[src/rtl/npc_exec_sequencer.sv]
// Multi-cycle control sequencer for the NPC datapath: fetch handshake, data-memory
// wait, single-retire gating of PC/register-file writes, halt/timeout and counters.
module npc_exec_sequencer #(
  parameter int unsigned IMEM_TIMEOUT = 255,
  parameter int unsigned CNT_W        = 32,
  parameter logic [31:0] EBREAK_INST  = 32'h0010_0073
) (
  input  logic             clk,
  input  logic             rst,
  input  logic [31:0]      pc,
  output logic             imem_req,
  output logic [31:0]      imem_addr,
  input  logic             imem_ready,
  input  logic [31:0]      imem_rdata,
  output logic [31:0]      inst,
  input  logic             dec_RegWr,
  input  logic             dec_MemWr,
  input  logic             dec_MemtoReg,
  output logic             dmem_req,
  output logic             dmem_we,
  input  logic             dmem_ready,
  output logic             pc_en,
  output logic             rf_wen,
  output logic             halted,
  output logic             err,
  output logic [CNT_W-1:0] cycle_cnt,
  output logic [CNT_W-1:0] instret_cnt
);

  typedef enum logic [2:0] {
    S_FETCH,
    S_EXEC,
    S_MEM,
    S_HALT,
    S_ERROR
  } state_t;

  localparam logic [31:0] NOP_INST  = 32'h0000_0013;
  localparam logic [15:0] TMO_LIMIT = 16'(IMEM_TIMEOUT);

  state_t      state, state_nxt;
  logic [15:0] tmo_cnt;
  logic        inst_load, tmo_clr, tmo_inc, retire;
  logic        imem_req_raw, dmem_req_raw, dmem_we_raw, pc_en_raw, rf_wen_raw;

  // NOTE: every signal driven here gets a default first, so no path leaves one
  // unassigned and no latch is inferred.
  always_comb begin
    state_nxt    = state;
    inst_load    = 1'b0;
    tmo_clr      = 1'b0;
    tmo_inc      = 1'b0;
    retire       = 1'b0;
    imem_req_raw = 1'b0;
    dmem_req_raw = 1'b0;
    dmem_we_raw  = 1'b0;
    pc_en_raw    = 1'b0;
    rf_wen_raw   = 1'b0;
    unique case (state)
      S_FETCH: begin
        imem_req_raw = 1'b1;
        // A ready on the limit cycle still wins over the timeout.
        if (imem_ready) begin
          inst_load = 1'b1;
          tmo_clr   = 1'b1;
          state_nxt = S_EXEC;
        end else if (tmo_cnt == TMO_LIMIT) begin
          state_nxt = S_ERROR;
        end else begin
          tmo_inc = 1'b1;
        end
      end
      S_EXEC: begin
        if (inst == EBREAK_INST) begin
          retire    = 1'b1;
          state_nxt = S_HALT;
        end else if (dec_MemtoReg || dec_MemWr) begin
          state_nxt = S_MEM;
        end else begin
          pc_en_raw  = 1'b1;
          rf_wen_raw = dec_RegWr;
          retire     = 1'b1;
          state_nxt  = S_FETCH;
        end
      end
      S_MEM: begin
        dmem_req_raw = 1'b1;
        dmem_we_raw  = dec_MemWr;
        if (dmem_ready) begin
          pc_en_raw  = 1'b1;
          // Conflicting decode (load and store together) resolves as a store.
          rf_wen_raw = dec_RegWr & dec_MemtoReg & ~dec_MemWr;
          retire     = 1'b1;
          tmo_clr    = 1'b1;
          state_nxt  = S_FETCH;
        end else if (tmo_cnt == TMO_LIMIT) begin
          state_nxt = S_ERROR;
        end else begin
          tmo_inc = 1'b1;
        end
      end
      default: ;
    endcase
  end

  // NOTE: sequential state uses non-blocking assignments so every register
  // samples the pre-edge values regardless of statement order.
  always_ff @(posedge clk) begin
    if (rst) begin
      state       <= S_FETCH;
      inst        <= NOP_INST;
      tmo_cnt     <= '0;
      cycle_cnt   <= '0;
      instret_cnt <= '0;
    end else begin
      state <= state_nxt;
      if (inst_load) inst <= imem_rdata;
      if (tmo_clr)      tmo_cnt <= '0;
      else if (tmo_inc) tmo_cnt <= tmo_cnt + 16'd1;
      if (state != S_HALT && state != S_ERROR) cycle_cnt <= cycle_cnt + CNT_W'(1);
      if (retire) instret_cnt <= instret_cnt + CNT_W'(1);
    end
  end

  // Requests and enables are suppressed in the reset cycle, whatever the old state.
  assign imem_req  = imem_req_raw & ~rst;
  assign imem_addr = imem_req ? pc : 32'h0;
  assign dmem_req  = dmem_req_raw & ~rst;
  assign dmem_we   = dmem_we_raw & ~rst;
  assign pc_en     = pc_en_raw & ~rst;
  assign rf_wen    = rf_wen_raw & ~rst;
  assign halted    = (state == S_HALT);
  assign err       = (state == S_ERROR);

endmodule

[config.mk]
export PLATFORM = sky130hd
export DESIGN_NAME = npc_exec_sequencer
export DESIGN_NICKNAME = d
export VERILOG_FILES = /design/src/rtl/npc_exec_sequencer.sv
export SDC_FILE = /design/constraint.sdc
export NUM_CORES = 1
export LEC_CHECK = 0
export BUFFER_PORTS_ARGS = -buffer_cell sky130_fd_sc_hd__buf_4
export CORE_UTILIZATION = 27
export DETAILED_ROUTE_END_ITERATION = 7
export SYNTH_ARGS = -nofsm -noshare
export SYNTH_HDL_FRONTEND = slang
export SYNTH_SLANG_ARGS = --single-unit
export TNS_END_PERCENT = 20
[constraint.sdc]
create_clock -name clk -period 2.6 [get_ports clk]
set_input_delay 0.52 -clock clk [delete_from_list [all_inputs] [get_ports clk]]
set_output_delay 0.52 -clock clk [all_outputs]
set_load 0.05 [all_outputs]
; Yosys cells after proc, flatten, opt, wreduce, memory -nomap -nowiden
; Index checks and enable logic that the tools add are counted.
[classes]
div = 0
n_reduce_logical = 5
order_cmp = 0
muxes = 27
shift = 0
add_sub_neg = 3
n_bitwise = 9
eq_ne = 8
multipliers = 0
[ops]
columns = operator, n
row1 = $add 32x1->32 const B, 2
row2 = $eq 32x21->1 const B, 1
row3 = $mux 32, 1
row4 = $add 16x1->16 const B, 1
row5 = $eq 16x8->1 const B, 1
row6 = $mux 1, 15
row7 = $pmux 1 s2, 5
row8 = $mux 3, 3
row9 = $pmux 3 s3, 1
row10 = $and 1x1->1, 7
row11 = $eq 3x2->1 const B, 2
row12 = $mux 2, 2
row13 = $eq 3x1->1 const B, 1
row14 = $eq 3x3->1 const B, 1
row15 = $logic_not 3->1, 1
row16 = $ne 3x2->1 const B, 1
row17 = $ne 3x3->1 const B, 1
row18 = $reduce_bool 3->1, 1
row19 = $not 1->1, 2
row20 = $reduce_or 2->1, 1
row21 = $logic_and 1x1->1, 1
row22 = $logic_or 1x1->1, 1
[totals]
latchBits = 0
mem_bits_rw = 0
ff_bits = 115
n_memories = 0
rom_bits = 0
elab_cells = 57
output_inout_bits = 135

; Depth between registers and ports, before layout
; Gate-level depths: netlist of run 1.
[depth]
word_depth = 5
ltp_mapped = 8
mapped_depth_nobuf = 6

; Worst setup path after synthesis of run 1
; OpenSTA, ideal clock, no wires.
[synth_timing]
path_kind = reg-to-output
start = register inst[31]
end = output rf_wen
required_ps = 2080
path_stages_with_launch = 7
slack_ps = -1659
arrival_ps = 3739
path_cell_list = dfxtp_1 -> and4b_1 -> and4_1 -> clkbuf_1 -> nand2_1 -> a21oi_1 -> a2111oi_0
[synth_via]
elab_chain_cells = 4
[synth_rtl]
columns = item, line_no
row1 = "start, declared", 15  ; output logic [31:0] inst,
row2 = "start signal, assigned", 117  ; if (inst_load) inst <= imem_rdata;
row3 = $eq 32x21->1, 74  ; if (inst == EBREAK_INST) begin
row4 = $mux 1, 74
row5 = $pmux 1 s2, 59  ; unique case (state)
row6 = $and 1x1->1, 131  ; assign rf_wen = rf_wen_raw & ~rst;
row7 = "end, declared", 23  ; output logic rf_wen,
; Every way passes these cells.

; Worst setup path in the final report of run 1
[layout_timing]
start = register inst[7]
end = output rf_wen
; The elaborated chain is that of the path after synthesis.

==> flow_metrics.env, run 1 <==
export IMPL_htreeDepth=4
export IMPL_cts_root_buf="clkbuf_16"
export IMPL_clockBufferDepth=2
export IMPL_finalCriticalPeriod_ns=2.51
export IMPL_min_delay_start="imem_rdata[0]"
export IMPL_vias_per_cell=4.86
export IMPL_finalSetupTns_ns=0
export IMPL_setup_viol=0
export IMPL_power_frac_comb=0.146
export IMPL_async_reset_ff_frac=0
export IMPL_place_port_buffers=205
export IMPL_r2r_start="cycle_cnt[10]$_SDFFE_PP0P_"
export IMPL_grt_pass1_vias=5438
export IMPL_hold_buffers=0
export IMPL_ant_nets=0
export IMPL_powerDensity_nw_per_um2=590
export IMPL_synth_nets=794
export IMPL_wl_per_cell_um=14.0
export IMPL_reg2reg_depth=5
export IMPL_grt_pass1_wl_um=27000
export IMPL_synth_edf_count=0
export IMPL_yosysWarnings=0
export IMPL_grt_start_max_net_pins=50
export IMPL_gr_usage_all_layers=0.156
export IMPL_ys_seq_elements=115
export IMPL_p_sw_frac=0.288
export IMPL_core_um2=20500
export IMPL_die_w_um=147
export IMPL_p_int_mw=3.50
export IMPL_max_cap_viol_count=0
export IMPL_switching_power_mw=1.42
export IMPL_cp_required_ns=2.08
export IMPL_fp_dieH_um=147
export IMPL_whs_path_depth=3
export IMPL_relSlewSlack=0.622
export IMPL_worst_pin_slew_ns=0.566
export IMPL_finClkSkew_ns=0.00760
export IMPL_grt_overflow=0
export IMPL_vdd_drop_max_mv=0.337
export IMPL_wl_um=17000
export IMPL_num_vias=5886
export IMPL_dp_cells=1178
export IMPL_die_area_um2=21700
export IMPL_layout_drive_gt1_share=0.308
export IMPL_clk_latency_ns=0.42
export IMPL_synth_top_cell_area_share=0.403
export IMPL_finalHoldViolCount=0
export IMPL_num_rows=52
export IMPL_gp_congestion=0.822
export IMPL_leakagePower_nw=3.30
export IMPL_rrSetupSlack_ns=0.30
export IMPL_drv_slew=0
export IMPL_area_growth_pct=45.9
export IMPL_post_dp_hpwl_um=12300
export IMPL_avgSynthCellArea_um2=7.93
export IMPL_tritoncts="built"
export IMPL_diodes=0
export IMPL_initial_utilization=0.279
export IMPL_ios=206
export IMPL_synth_area_leader_cell="dfxtp_1"
export IMPL_synthDistinctLibCells=49
export IMPL_start_kind="register"
export IMPL_numClockSinks=115
export IMPL_synth_seq_area_share=0.403
export IMPL_cts_made_buffers=17
export IMPL_fmax_mhz=398
export IMPL_synthMostInstantiatedCell="dfxtp_1"
export IMPL_r2r_end="cycle_cnt[31]$_SDFFE_PP0P_"
export IMPL_critPathKind="reg2out"
export IMPL_final_nets=1003
export IMPL_grt_setup_unrepaired="false"
export IMPL_cp_data_arrival_time_ns=1.99
export IMPL_path_max_fanout=6
export IMPL_antenna_found_initial=0
export IMPL_drt_pass1_iter_count=4
export IMPL_finalNonFillerCells=1212
export IMPL_drc=0
export IMPL_hold_path_endpoint="inst[0]$_SDFFE_PP1N_"
export IMPL_synth_ff_type="dfxtp_1"
export IMPL_end_kind="output port"
export IMPL_yosys_top_cells_area="dfxtp_1, a21oi_1, nand2_1"
export IMPL_syn_inst=720
export IMPL_power_frac_seq=0.375
export IMPL_synth_commonest_cells="dfxtp_1, nand2_1, a21oi_1"
export IMPL_pwr_share_clk=0.479
export IMPL_hold_path_class="in2reg"
export IMPL_final_period_utilization=0.966
export IMPL_path_clk_slew_ns=0.06
export IMPL_status="finished clean"
export IMPL_syn_area_um2=5710
export IMPL_drt_iter0_drc=290
## stage by stage
step	total power [mW]	cell area (um^2)	setup WS [ns]	utilization	hold slack, ns
floorplan	2.32	5730	-0.122	-	0.448
global placement	2.59	7640	0.216	0.373	0.461
detailed placement	2.59	7640	0.179	0.373	0.465
CTS	4.97	8270	0.0229	0.403	0.297
global route	5.10	8330	0.00615	0.407	0.311
finish	4.92	8330	0.0876	0.407	0.315
## cells in the final DEF (no fill, tap or decap), drive strengths merged, types with 17 or more instances in the layout
master	instances
mux2	20
clkbuf	18
nor3	22
xnor2	21
o21ai	21
or3	17
and2	38
dfxtp	115
nor2b	18
nor4	17
nand3	30
nand2	97
nor2	67
buf	230
a21oi	75
nand4	28
## registers in the layout (all words and copies together), names as in the netlist
signal       cells
cycle_cnt       32
inst            32
instret_cnt     32
state            3
tmo_cnt         16
## power by group through the flow
stage	Combinational [mW]	Sequential [mW]	Clock [mW]
global placement	0.710	1.87	0
detailed placement	0.710	1.88	0
finish	0.718	1.85	2.36
global route	0.766	1.85	2.49
floorplan	0.314	2.00	0
CTS	0.717	1.84	2.41
## layout make-up
class / count / area [um^2]
Fill cell: 2152 / 12200
Multi-Input combinational cell: 557 / 3330
Sequential cell: 115 / 2300
Timing Repair Buffer: 230 / 1730
Clock buffer: 18 / 439
Tap cell: 270 / 338
Clock inverter: 14 / 156
Inverter: 8 / 30.0
## critical path, stage by stage, from the launching register on
cell and delay [ns]:
dfxtp_1 0.32, nor4_1 0.35, and4_4 0.35, nand2_1 0.10
a21oi_2 0.20, a2111oi_4 0.08, buf_6 0.17
## logic make-up after synthesis
kind of cell / Yosys count / share of synthesized area
adder cells (fa/ha/maj): 3 / 0.00658
XOR/XNOR: 32 / 0.0491
AO/OA/AOI/OAI: 122 / 0.119
AND/OR/NAND/NOR: 378 / 0.347
flip-flops: 115 / 0.403
buffers and inverters: 48 / 0.0320
multiplexers: 22 / 0.0430
## per-layer routing
layer,up-vias,routed length [um],global-route usage
li1,2982,-,-
met1,2686,7590,0.191
met2,200,8160,0.263
met3,18,980,0.0386
met4,0,261,0.0613
met5,-,0,0
## how the worst max path moves through the flow
stage | slack, ns | depth (start not counted) | endpoint | from
after floorplan | -0.12 | 4 | imem_addr[22] | rst
after global placement | 0.22 | 6 | rf_wen | inst[10]$_SDFFE_PP0N_
after detailed placement | 0.18 | 6 | rf_wen | inst[26]$_SDFFE_PP0N_
after CTS | 0.02 | 6 | pc_en | inst[26]$_SDFFE_PP0N_
after global routing | 0.006 | 6 | rf_wen | inst[7]$_SDFFE_PP0N_
final | 0.09 | 6 | rf_wen | inst[7]$_SDFFE_PP0N_
## repair_timing
item,4_1_cts,5_1_grt
gates resized for setup,11,8
setup endpoints to repair,2,2
gates cloned,0,0
pin swaps,0,2
setup buffers,0,2
Power figures use the tool's default switching activity.
==> run 2: changes to the inputs <==
--- a/config.mk
+++ b/config.mk
@@ -6,8 +6,10 @@
 export NUM_CORES = 1
 export LEC_CHECK = 0
 export BUFFER_PORTS_ARGS = -buffer_cell sky130_fd_sc_hd__buf_4
-export CORE_UTILIZATION = 27
+export CORE_MARGIN = 3
+export CORE_UTILIZATION = 50
 export DETAILED_ROUTE_END_ITERATION = 7
+export PLACE_DENSITY = 0.8
 export SYNTH_ARGS = -nofsm -noshare
 export SYNTH_HDL_FRONTEND = slang
 export SYNTH_SLANG_ARGS = --single-unit
==> flow_metrics.env, run 2 (synthesis gave the netlist of run 1 again) <==
export IMPL_cts_made_buffers=17
export IMPL_diodes=0
export IMPL_layout_drive_gt1_share=0.302
export IMPL_drt_pass1_iter_count=5
export IMPL_cts_root_buf="clkbuf_16"
export IMPL_gp_congestion=0.857
export IMPL_die_area_um2=12700
export IMPL_fp_dieH_um=113
export IMPL_place_port_buffers=205
export IMPL_final_period_utilization=0.974
export IMPL_leakagePower_nw=3.31
export IMPL_r2r_start="instret_cnt[0]$_SDFFE_PP0P_"
export IMPL_relSlewSlack=0.399
export IMPL_drt_iter0_drc=570
export IMPL_ios=206
export IMPL_wl_per_cell_um=16.9
export IMPL_place_area_um2=7410
export IMPL_most_common_layout_cells="buf_4, dfxtp_1, nand2_1, a21oi_1, nor2_1"
export IMPL_die_w_um=113
export IMPL_finalHoldViolCount=0
export IMPL_hold_path_class="in2reg"
export IMPL_max_cap_viol_count=0
export IMPL_rrSetupSlack_ns=0.20
export IMPL_whs_path_depth=3
export IMPL_grt_setup_unrepaired="true"
export IMPL_path_clk_slew_ns=0.05
export IMPL_drc=0
export IMPL_drv_slew=0
export IMPL_fin_area_um2=8190
export IMPL_grt_overflow=0
export IMPL_whs_ns=0.316
export IMPL_cp_required_ns=2.08
export IMPL_layout_setup_ws_ns=0.0670
export IMPL_top_regs="cycle_cnt: 32 flops, inst: 32 flops, instret_cnt: 32 flops"
export IMPL_post_dp_hpwl_um=13400
export IMPL_num_vias=6126
export IMPL_grt_pass1_wl_um=28900
export IMPL_grt_pass1_vias=5931
export IMPL_gr_usage_all_layers=0.281
export IMPL_htreeDepth=4
export IMPL_worst_pin_slew_ns=0.902
export IMPL_path_max_fanout=8
export IMPL_ant_nets=0
export IMPL_finClkSkew_ns=0.00657
export IMPL_hold_path_endpoint="inst[0]$_SDFFE_PP1N_"
export IMPL_r2r_end="instret_cnt[20]$_SDFFE_PP0P_"
export IMPL_fin_util=0.746
export IMPL_setup_viol=0
export IMPL_reg2reg_depth=6
export IMPL_final_nets=994
export IMPL_layout_commonest_cell="buf_4"
export IMPL_finalCriticalPeriod_ns=2.53
export IMPL_clockBufferDepth=2
export IMPL_status="finished clean"
export IMPL_area_growth_pct=43.4
export IMPL_fmax_mhz=395
export IMPL_numClockSinks=115
export IMPL_wl_um=18200
export IMPL_clk_latency_ns=0.42
export IMPL_vdd_drop_max_mv=0.436
export IMPL_tritoncts="built"
export IMPL_end_kind="output port"
export IMPL_critPathKind="reg2out"
export IMPL_core_um2=11000
export IMPL_grt_start_max_net_pins=91
export IMPL_num_rows=38
export IMPL_initial_utilization=0.520
export IMPL_powerDensity_nw_per_um2=625
export IMPL_cp_data_arrival_time_ns=2.01
export IMPL_min_delay_start="imem_rdata[0]"
export IMPL_start_kind="register"
export IMPL_antenna_found_initial=0
export IMPL_vias_per_cell=5.71
export IMPL_pre_cts_slack_ns=0.143
[run 2: worst max path at each step]
| stage | start | endpoint | slack [ns] | depth (start not counted) |
|---|---|---|---|---|
| finish | state[2]$_SDFFE_PP0P_ | rf_wen | 0.07 | 3 |
| floorplan | rst | imem_addr[22] | -0.12 | 4 |
| global route | inst[15]$_SDFFE_PP0N_ | rf_wen | -0.005 | 6 |
| global placement | dec_MemWr | rf_wen | 0.18 | 4 |
| CTS | state[2]$_SDFFE_PP0P_ | rf_wen | 0.02 | 3 |
| detailed placement | state[1]$_SDFFE_PP0P_ | instret_cnt[21]$_SDFFE_PP0P_ | 0.14 | 6 |
[run 2: metal layers]
metal | wire, um | track usage | up-vias
met4 | 659 | 0.148 | 0
li1 | - | - | 2956
met1 | 6940 | 0.319 | 2828
met5 | 0 | 0 | -
met3 | 1570 | 0.0775 | 47
met2 | 9020 | 0.479 | 295
[run 2: timing repair]
| item | CTS | global route |
|---|---|---|
| cloned | 0 | 0 |
| setup buffers | 0 | 1 |
| pin swaps | 0 | 3 |
| hold buffers | 0 | 0 |
| resized for setup | 16 | 7 |
| endpoints found under the setup margin | 2 | 6 |
| hold endpoints to repair | 0 | 0 |
[run 2: area by class of cell]
class | instances | area [um^2]
multi-input combinational | 557 | 3360
fill | 819 | 2790
sequential | 115 | 2300
timing repair buffer | 221 | 1670
clock buffer | 23 | 508
tap | 140 | 175
clock inverter | 9 | 148
inverter | 8 | 30.0
[run 2: worst max-delay path, stage by stage, from the launching register on]
cell	delay [ns]
dfxtp_2	0.38
or4b_4	0.58
a2111oi_4	0.42
buf_6	0.22
[run 2: report_power, final]
group	internal [mW]	switching [mW]
Combinational	0.255	0.468
Clock	1.75	0.788
Sequential	1.81	0.0528
[run 2: stage by stage]
stage	setup TNS [ns]	power (mW)	std cells
floorplan	-1.18	2.32	720
global placement	0	2.58	1040
detailed placement	0	2.59	1040
CTS	0	5.13	1072
global route	-0.00508	5.28	1073
finish	0	5.12	1073
==> run 3: changes to the inputs <==
--- a/config.mk
+++ b/config.mk
@@ -10,6 +10,7 @@
 export CORE_UTILIZATION = 50
 export DETAILED_ROUTE_END_ITERATION = 7
 export PLACE_DENSITY = 0.8
+export SETUP_SLACK_MARGIN = 0.3
 export SYNTH_ARGS = -nofsm -noshare
 export SYNTH_HDL_FRONTEND = slang
 export SYNTH_SLANG_ARGS = --single-unit
==> flow_metrics.env, run 3 (synthesis gave the netlist of run 1 again) <==
export IMPL_status="finished clean"
export IMPL_numClockSinks=115
export IMPL_diodes=0
export IMPL_grt_pass1_wl_um=27800
export IMPL_die_area_um2=12700
export IMPL_reg2reg_depth=7
export IMPL_whs_path_depth=3
export IMPL_wl_um=17700
export IMPL_r2r_end="instret_cnt[7]$_SDFFE_PP0P_"
export IMPL_gp_congestion=0.878
export IMPL_initial_utilization=0.520
export IMPL_htreeDepth=4
export IMPL_final_nets=1007
export IMPL_hold_path_class="in2reg"
export IMPL_drt_pass1_iter_count=5
export IMPL_drt_iter0_drc=527
export IMPL_place_port_buffers=205
export IMPL_vias_per_cell=5.71
export IMPL_most_common_layout_cells="buf_4, dfxtp_1, nand2_1, a21oi_1, nor2_1"
export IMPL_finalSetupTns_ns=0
export IMPL_cts_root_buf="clkbuf_16"
export IMPL_min_delay_start="imem_rdata[4]"
export IMPL_clk_latency_ns=0.41
export IMPL_ios=206
export IMPL_post_dp_hpwl_um=12200
export IMPL_drv_slew=0
export IMPL_fp_dieH_um=113
export IMPL_ant_nets=0
export IMPL_finalCriticalPeriod_ns=2.36
export IMPL_hold_buffers=0
export IMPL_vdd_drop_max_mv=0.498
export IMPL_area_growth_pct=46.0
export IMPL_top_regs="cycle_cnt: 32 flops, inst: 32 flops, instret_cnt: 32 flops"
export IMPL_core_um2=11000
export IMPL_path_clk_slew_ns=0.05
export IMPL_fmax_mhz=424
export IMPL_r2r_start="inst[18]$_SDFFE_PP0N_"
export IMPL_grt_overflow=0
export IMPL_cts_made_buffers=17
export IMPL_clockBufferDepth=2
export IMPL_drc=0
export IMPL_num_vias=6161
export IMPL_grt_start_max_net_pins=78
export IMPL_end_kind="output port"
export IMPL_grt_pass1_vias=5886
export IMPL_cp_required_ns=2.08
export IMPL_finClkSkew_ns=0.00804
export IMPL_p_total_mw=4.63
export IMPL_rrSetupSlack_ns=0.33
export IMPL_gr_usage_all_layers=0.263
export IMPL_setup_viol=0
export IMPL_die_w_um=113
export IMPL_start_kind="register"
export IMPL_path_max_fanout=5
export IMPL_antenna_found_initial=0
export IMPL_worst_pin_slew_ns=0.772
export IMPL_relSlewSlack=0.485
export IMPL_critPathKind="reg2out"
export IMPL_grt_setup_unrepaired="true"
export IMPL_layout_commonest_cell="buf_4"
export IMPL_wl_per_cell_um=16.4
export IMPL_cp_data_arrival_time_ns=1.84
export IMPL_tritoncts="built"
export IMPL_layout_drive_gt1_share=0.321
export IMPL_num_rows=38
export IMPL_finalHoldViolCount=0
export IMPL_leakagePower_nw=3.36
export IMPL_hold_path_endpoint="inst[4]$_SDFFE_PP1N_"
export IMPL_powerDensity_nw_per_um2=555
export IMPL_final_period_utilization=0.908
export IMPL_max_cap_viol_count=0
run 3: how the worst max path moves through the flow:
stage,cells after the start,endpoint,slack (ns),startpoint
finish,3,rf_wen,0.24,state[2]$_SDFFE_PP0P_
global route,6,imem_addr[25],0.17,state[2]$_SDFFE_PP0P_
detailed placement,5,instret_cnt[23]$_SDFFE_PP0P_,0.13,state[0]$_SDFFE_PP0P_
CTS,3,rf_wen,0.16,state[2]$_SDFFE_PP0P_
global placement,5,instret_cnt[19]$_SDFFE_PP0P_,0.24,state[0]$_SDFFE_PP0P_
floorplan,6,pc_en,-0.08,inst[31]$_SDFFE_PP0N_
run 3: critical path, cell delays in order, from the launching register on:
cell and delay, ns:
dfxtp_4 0.35, or4b_4 0.53, a2111oi_4 0.34, buf_6 0.21
run 3: area by class of cell:
class / count / area [um^2]
multi-input combinational: 557 / 3390
fill: 783 / 2650
sequential: 115 / 2320
timing repair buffer: 234 / 1930
clock buffer: 24 / 482
tap: 140 / 175
inverter: 8 / 30.0
clock inverter: 1 / 5.00
run 3: metrics by stage:
stage | instances | cell area (um^2) | hold WS (ns) | util | setup WS, ns
after floorplan | 720 | 5740 | 0.448 | - | -0.0785
after global placement | 1042 | 7430 | 0.455 | 0.677 | 0.243
after detailed placement | 1042 | 7430 | 0.463 | 0.677 | 0.132
after CTS | 1073 | 8050 | 0.312 | 0.733 | 0.157
after global routing | 1079 | 8340 | 0.322 | 0.759 | 0.172
final | 1079 | 8340 | 0.320 | 0.759 | 0.239
run 3: report_power, final:
part | internal (mW) | leakage [nW] | switching, mW
registers | 1.81 | 0.936 | 0.0529
clock network | 1.25 | 0.240 | 0.739
logic | 0.305 | 2.19 | 0.476
total | 3.36 | 3.36 | 1.27
run 3: what timing repair did:
action / CTS / global route
gates cloned: 0 / 1
setup endpoints to repair: 50 / 54
pin swaps: 7 / 9
gates resized for setup: 19 / 69
buffers inserted: 6 / 5
run 3: routing by layer:
metal | up-vias | GRT usage | wire length [um]
met1 | 2897 | 0.305 | 6930
met5 | - | 0 | 0
met2 | 247 | 0.443 | 8780
li1 | 2967 | - | -
met4 | 0 | 0.109 | 539
met3 | 50 | 0.0904 | 1440
